### src/rtl/defdec_pkg.sv
// Shared types for the DeFEC byte path.
// BYTE_W      : byte width in bits
// byte_t      : one byte
// bitcnt_t    : bit position within a byte
// fifo_word_t : byte plus frame-end tag as stored in byte FIFOs
// insert_bit  : writes a bit at a position and clears everything above it
package defdec_pkg;

  localparam int unsigned BYTE_W = 8;

  typedef logic [BYTE_W-1:0]         byte_t;
  typedef logic [$clog2(BYTE_W)-1:0] bitcnt_t;

  typedef struct packed {
    logic  last;
    byte_t data;
  } fifo_word_t;

  // Bits above pos are forced to zero, so a byte closed early by a frame
  // end comes out zero padded regardless of what the shifter held.
  function automatic byte_t insert_bit(input byte_t sh, input bitcnt_t pos, input logic b);
    byte_t r;
    r = sh;
    for (int unsigned i = 0; i < BYTE_W; i++) begin
      if (i == 32'(pos)) begin
        r[i] = b;
      end else if (i > 32'(pos)) begin
        r[i] = 1'b0;
      end
    end
    return r;
  endfunction

endpackage

### src/rtl/sync_fifo_fwft.sv
// Synchronous show-ahead (first-word-fall-through) FIFO.
// clk_h   : clock, rising edge
// rst     : synchronous active-high reset, empties the FIFO
// push_i  : write wdata_i (ignored when full)
// wdata_i : write data
// pop_i   : drop the head entry (ignored when empty)
// rdata_o : head entry, zero when empty
// full_o  : count_o == DEPTH
// empty_o : count_o == 0
// count_o : entries stored, 0..DEPTH
module sync_fifo_fwft #(
  parameter  int unsigned WIDTH = 9,
  parameter  int unsigned DEPTH = 4,
  localparam int unsigned PTR_W = $clog2(DEPTH),
  localparam int unsigned CNT_W = PTR_W + 1
) (
  input  logic             clk_h,
  input  logic             rst,
  input  logic             push_i,
  input  logic [WIDTH-1:0] wdata_i,
  input  logic             pop_i,
  output logic [WIDTH-1:0] rdata_o,
  output logic             full_o,
  output logic             empty_o,
  output logic [CNT_W-1:0] count_o
);

  logic [WIDTH-1:0] mem_q [DEPTH];
  logic [PTR_W-1:0] wr_ptr_q, wr_ptr_d;
  logic [PTR_W-1:0] rd_ptr_q, rd_ptr_d;
  logic [CNT_W-1:0] count_q, count_d;
  logic             do_push, do_pop;

  assign full_o  = (count_q == CNT_W'(DEPTH));
  assign empty_o = (count_q == '0);
  assign count_o = count_q;

  assign do_push = push_i & ~full_o;
  assign do_pop  = pop_i & ~empty_o;

  assign rdata_o = empty_o ? '0 : mem_q[rd_ptr_q];

  // Pointers wrap naturally at DEPTH (power of two); the occupancy count
  // is kept separately so full and empty are never ambiguous.
  always_comb begin
    wr_ptr_d = wr_ptr_q;
    rd_ptr_d = rd_ptr_q;
    count_d  = count_q;
    if (do_push) begin
      wr_ptr_d = wr_ptr_q + PTR_W'(1);
    end
    if (do_pop) begin
      rd_ptr_d = rd_ptr_q + PTR_W'(1);
    end
    case ({do_push, do_pop})
      2'b10:   count_d = count_q + CNT_W'(1);
      2'b01:   count_d = count_q - CNT_W'(1);
      default: count_d = count_q;
    endcase
  end

  always_ff @(posedge clk_h) begin
    if (rst) begin
      wr_ptr_q <= '0;
      rd_ptr_q <= '0;
      count_q  <= '0;
    end else begin
      wr_ptr_q <= wr_ptr_d;
      rd_ptr_q <= rd_ptr_d;
      count_q  <= count_d;
    end
  end

  always_ff @(posedge clk_h) begin
    if (do_push) begin
      mem_q[wr_ptr_q] <= wdata_i;
    end
  end

endmodule

### src/rtl/series2parallel_fifo.sv
// Serial-to-parallel byte collector with show-ahead output buffer.
// clk_h  : clock, rising edge
// rst    : synchronous active-high reset
// ival   : input bit valid
// ibit   : serial data bit, LSB of each byte first
// ilast  : frame end, closes the current byte (zero padded)
// ireq   : ready to accept a bit (low only while the buffer is full)
// oval   : byte available at the head
// obyte  : head byte, zero when empty
// olast  : head byte closes a frame
// ordy   : downstream ready, pops on oval & ordy
// ocount : bytes currently buffered
module series2parallel_fifo
  import defdec_pkg::*;
#(
  parameter  int unsigned DEPTH = 4,
  localparam int unsigned CNT_W = $clog2(DEPTH) + 1
) (
  input  logic             clk_h,
  input  logic             rst,
  input  logic             ival,
  input  logic             ibit,
  input  logic             ilast,
  output logic             ireq,
  output logic             oval,
  output logic [7:0]       obyte,
  output logic             olast,
  input  logic             ordy,
  output logic [CNT_W-1:0] ocount
);

  byte_t      sh_q, sh_d;
  bitcnt_t    cnt_q, cnt_d;
  logic       accept;
  logic       complete;
  logic       fifo_full;
  logic       fifo_empty;
  fifo_word_t push_word;
  fifo_word_t head_word;

  assign accept   = ival & ireq;
  assign complete = accept & ((cnt_q == '1) | ilast);

  // The pushed byte includes the bit arriving on this edge, so the word
  // is built combinationally rather than taken from the shifter.
  assign push_word.data = insert_bit(sh_q, cnt_q, ibit);
  assign push_word.last = ilast;

  always_comb begin
    sh_d  = sh_q;
    cnt_d = cnt_q;
    if (complete) begin
      sh_d  = '0;
      cnt_d = '0;
    end else if (accept) begin
      sh_d  = push_word.data;
      cnt_d = cnt_q + bitcnt_t'(1);
    end
  end

  always_ff @(posedge clk_h) begin
    if (rst) begin
      sh_q  <= '0;
      cnt_q <= '0;
    end else begin
      sh_q  <= sh_d;
      cnt_q <= cnt_d;
    end
  end

  sync_fifo_fwft #(
    .WIDTH ($bits(fifo_word_t)),
    .DEPTH (DEPTH)
  ) u_fifo (
    .clk_h   (clk_h),
    .rst     (rst),
    .push_i  (complete),
    .wdata_i (push_word),
    .pop_i   (ordy),
    .rdata_o (head_word),
    .full_o  (fifo_full),
    .empty_o (fifo_empty),
    .count_o (ocount)
  );

  // Depends only on registered FIFO state: no path from ival/ordy.
  assign ireq  = ~fifo_full;
  assign oval  = ~fifo_empty;
  assign obyte = head_word.data;
  assign olast = head_word.last;

endmodule

### config.mk
export PLATFORM = sky130hd
export DESIGN_NAME = series2parallel_fifo
export DESIGN_NICKNAME = d
export VERILOG_FILES = /design/src/rtl/defdec_pkg.sv /design/src/rtl/sync_fifo_fwft.sv /design/src/rtl/series2parallel_fifo.sv
export SDC_FILE = /design/constraint.sdc
export NUM_CORES = 1
export LEC_CHECK = 0
export ABC_AREA = 1
export BUFFER_PORTS_ARGS = -buffer_cell sky130_fd_sc_hd__clkbuf_2
export CAP_MARGIN = 20
export CORE_MARGIN = 3
export CORE_UTILIZATION = 59
export DETAILED_ROUTE_END_ITERATION = 7
export MAX_ROUTING_LAYER = met4
export PLACE_DENSITY_LB_ADDON = 0.15
export RECOVER_POWER = 100
export SYNTH_ARGS = -nofsm -noshare
export SYNTH_HDL_FRONTEND = slang
export SYNTH_SLANG_ARGS = --single-unit
### constraint.sdc
create_clock -name clk_h -period 2.55 [get_ports clk_h]
set_clock_uncertainty 0.1 [all_clocks]
set_input_delay 0.255 -clock clk_h [delete_from_list [all_inputs] [get_ports clk_h]]
set_output_delay 0.255 -clock clk_h [all_outputs]
set_load 0.05 [all_outputs]
==> results.cfg <==
[clock_tree]
cts_max_path_buffers = 2
cts.sinks = 55
hold_buffers = 0
cts.clk_slew.worst_paths_ns = 0.10
htreeDepth = 2
cts_tree = done
post_cts_buffers = 0
clk_latency_ns = 0.30
cts_buffers = 5
root_buffer = clkbuf_8
cts_resized = 0

[global_route]
globalRouteOverflowTotal = 0
grt_pass1_vias = 1609
grt_max_degree = 19
grt_pass1_wl_microns = 7493
antenna_found_initial = 0
grt_use_total_pct = 19.72

[cells_and_area]
syn2layout_area_growth_pct = 8.150
fin_nets = 316
final_cell_area_sq_mm = 0.002773
n_fill_cell = 345
antenna_cells = 0
drive_gt1_share_pct = 12.29
final_cell_mix = nor2_1 (61), nand2_1 (38), edfxtp_1 (36)
layoutNonFillerInstCount = 351
layout_commonest_cell = nor2_1
final_core_util_pct = 67.85

[drt]
ant_nets = 0
vias = 1809
viasPerCell = 5.154
wl_met1_microns = 1994
met3_length_microns = 238
highest_layer = met4
drc = 0
met2_wirelength_microns = 2227
wl_per_cell_microns = 13.01
drtIter0Drc = 127
firstDrtPassIters = 4
drt_wl_total_microns = 4566

[setup_path]
crit_path_start_kind = flip-flop
crit_path_max_fanout = 8
cp.arrival_ns = 2.40
endpoint_kind = flip-flop
critPathRequiredTime_ns = 2.65
critPathLaunch = cnt_q[1]
crit_type = flip-flop to flip-flop
r2r_start = cnt_q[1]

[floorplan]
core_area_sq_mm = 0.004086
dieArea_sq_mm = 0.005172
die_h_microns = 71.92
num_io_pins = 20
rows = 23
die_x_microns = 71.92
start_util_pct = 62.74

[sta]
slew_headroom_pct = 55.27
fin_tns_setup_ns = 0
drv_slew = 0
fin_ws_ns = 0.2545
setup_violations = 0
holdWs_ns = 0.03322
min_period_ns = 2.295
max_slew.worst_pin.slew_ns = 0.6639
period_share_pct = 90.02
hold_violations = 0
max_freq_mhz = 435.6
rsz0062_at_grt = false

[logic_synthesis]
synth_top_area_cell = edfxtp_1
postSynthCellCount = 275
yosysSeqAreaShare_pct = 57.00
syn-cell-area_sq_mm = 0.002564
ys_ff_latch = 55
yosysWarningCount = 0
postSynth.asyncResetShare_pct = 0
synth.avg_cell_area_sq_um = 9.323
synth-edff-count = 36
yosys.cell_types.count = 27
yosysTopAreaCellShare_pct = 42.17
synth_area_leaders = edfxtp_1 (42%), dfxtp_1 (15%), nor2_1 (8.8%)
synth_fp_nets = 291
ys.flop_type = edfxtp_1

[power_and_ir_drop]
swShare_pct = 42.52
finalPower_mw = 2.700
clkPwrFrac_pct = 20.7
ir_drop_mv = 0.5678
power_frac_seq_pct = 40.8
internal-power_mw = 1.552
combPwrFrac_pct = 38.5
power.net_switching_mw = 1.148
leakage_nw = 1.133
power_density_mw_per_mm2 = 973.9

[hold_path]
min_from = rst
hold_path.class = input port to flip-flop

[placed_design]
hpwl_microns = 3196
dp_worst_setup_slack_ns = 0.2571
portBuffers = 19
gp_congestion = 0.8115
place_area_sq_mm = 0.002709
dp_cells = 343

[run_status]
outcome = complete, no violations

[flow_run]
max-cap-violations = 0
## cells in the mapped netlist, types with 3 or more instances
master	instances
edfxtp_1	36
o21ai_0	20
nand2_2	6
nand3_1	12
inv_2	4
inv_1	30
nor2_1	60
a21oi_1	18
buf_4	3
ha_1	9
o21ai_1	4
dfxtp_1	19
nand2_1	37
## critical path, stage by stage, from the launching register on
cell and delay, ns:
dfxtp_1 0.39, ha_1 0.21, ha_1 0.19, inv_1 0.05
nand2_1 0.07, nand3_4 0.09, ha_1 0.14, inv_1 0.06
fa_1 0.37, or2_2 0.32, nand3_1 0.07, nand2_1 0.05
inv_1 0.05, nor2_1 0.04
## cell type report
type,instances,area [sq um],area share (%)
flip-flops and latches,55,1463,52.75
multi-input cells,178,892.1,32.18
clock inverters,2,37.54,1.354
clock buffers,6,72.57,2.617
repair buffers,26,117.6,4.242
inverters,34,127.6,4.603
well taps,50,62.56,2.256
## per-layer routing
metal / vias up / track usage [%]
li1: 939 / -
met1: 818 / 24.37
met2: 43 / 32.24
met3: 9 / 3.324
met4: 0 / 8.351
met5: - / -
## worst paths after layout
path / end / slack, ns / cells after the start
setup reg to reg: u_fifo.count_o[2] / 0.25 / 13
setup / recovery: u_fifo.count_o[2] / 0.25 / 13
hold / removal: u_fifo.rd_ptr_q[1] / 0.03 / 2
hold reg to reg: sh_q[0] / 0.37 / 2
## cell families (layout without fill, tap and decap cells)
kind of cell               Yosys count  in the layout  synth area share (%)
and+or+nand+nor                    122            122                 20.74
DFF                                 55             55                 57.00
AOI/OAI and AO/OA                   46             46                 9.420
buffers and inverters               42             68                 7.662
adders and majority gates           10             10                 5.173
## power groups by stage
stage	registers (mW)	logic, mW	clock network, mW
after floorplan	1.15	0.831	0
after global placement	1.13	1.06	0
after detailed placement	1.13	1.07	0
after CTS	1.11	1.08	0.564
after global routing	1.12	1.14	0.608
final	1.10	1.04	0.559
## sequential cells by signal, indices dropped and copies added, names as in the netlist, named ones only
signal / cells
cnt_q: 3
u_fifo.rd_ptr_q: 2
u_fifo.count_o: 3
u_fifo.wr_ptr_q: 2
u_fifo.mem_q: 36
sh_q: 7
Note: power is estimated with default switching activity, not from simulation.
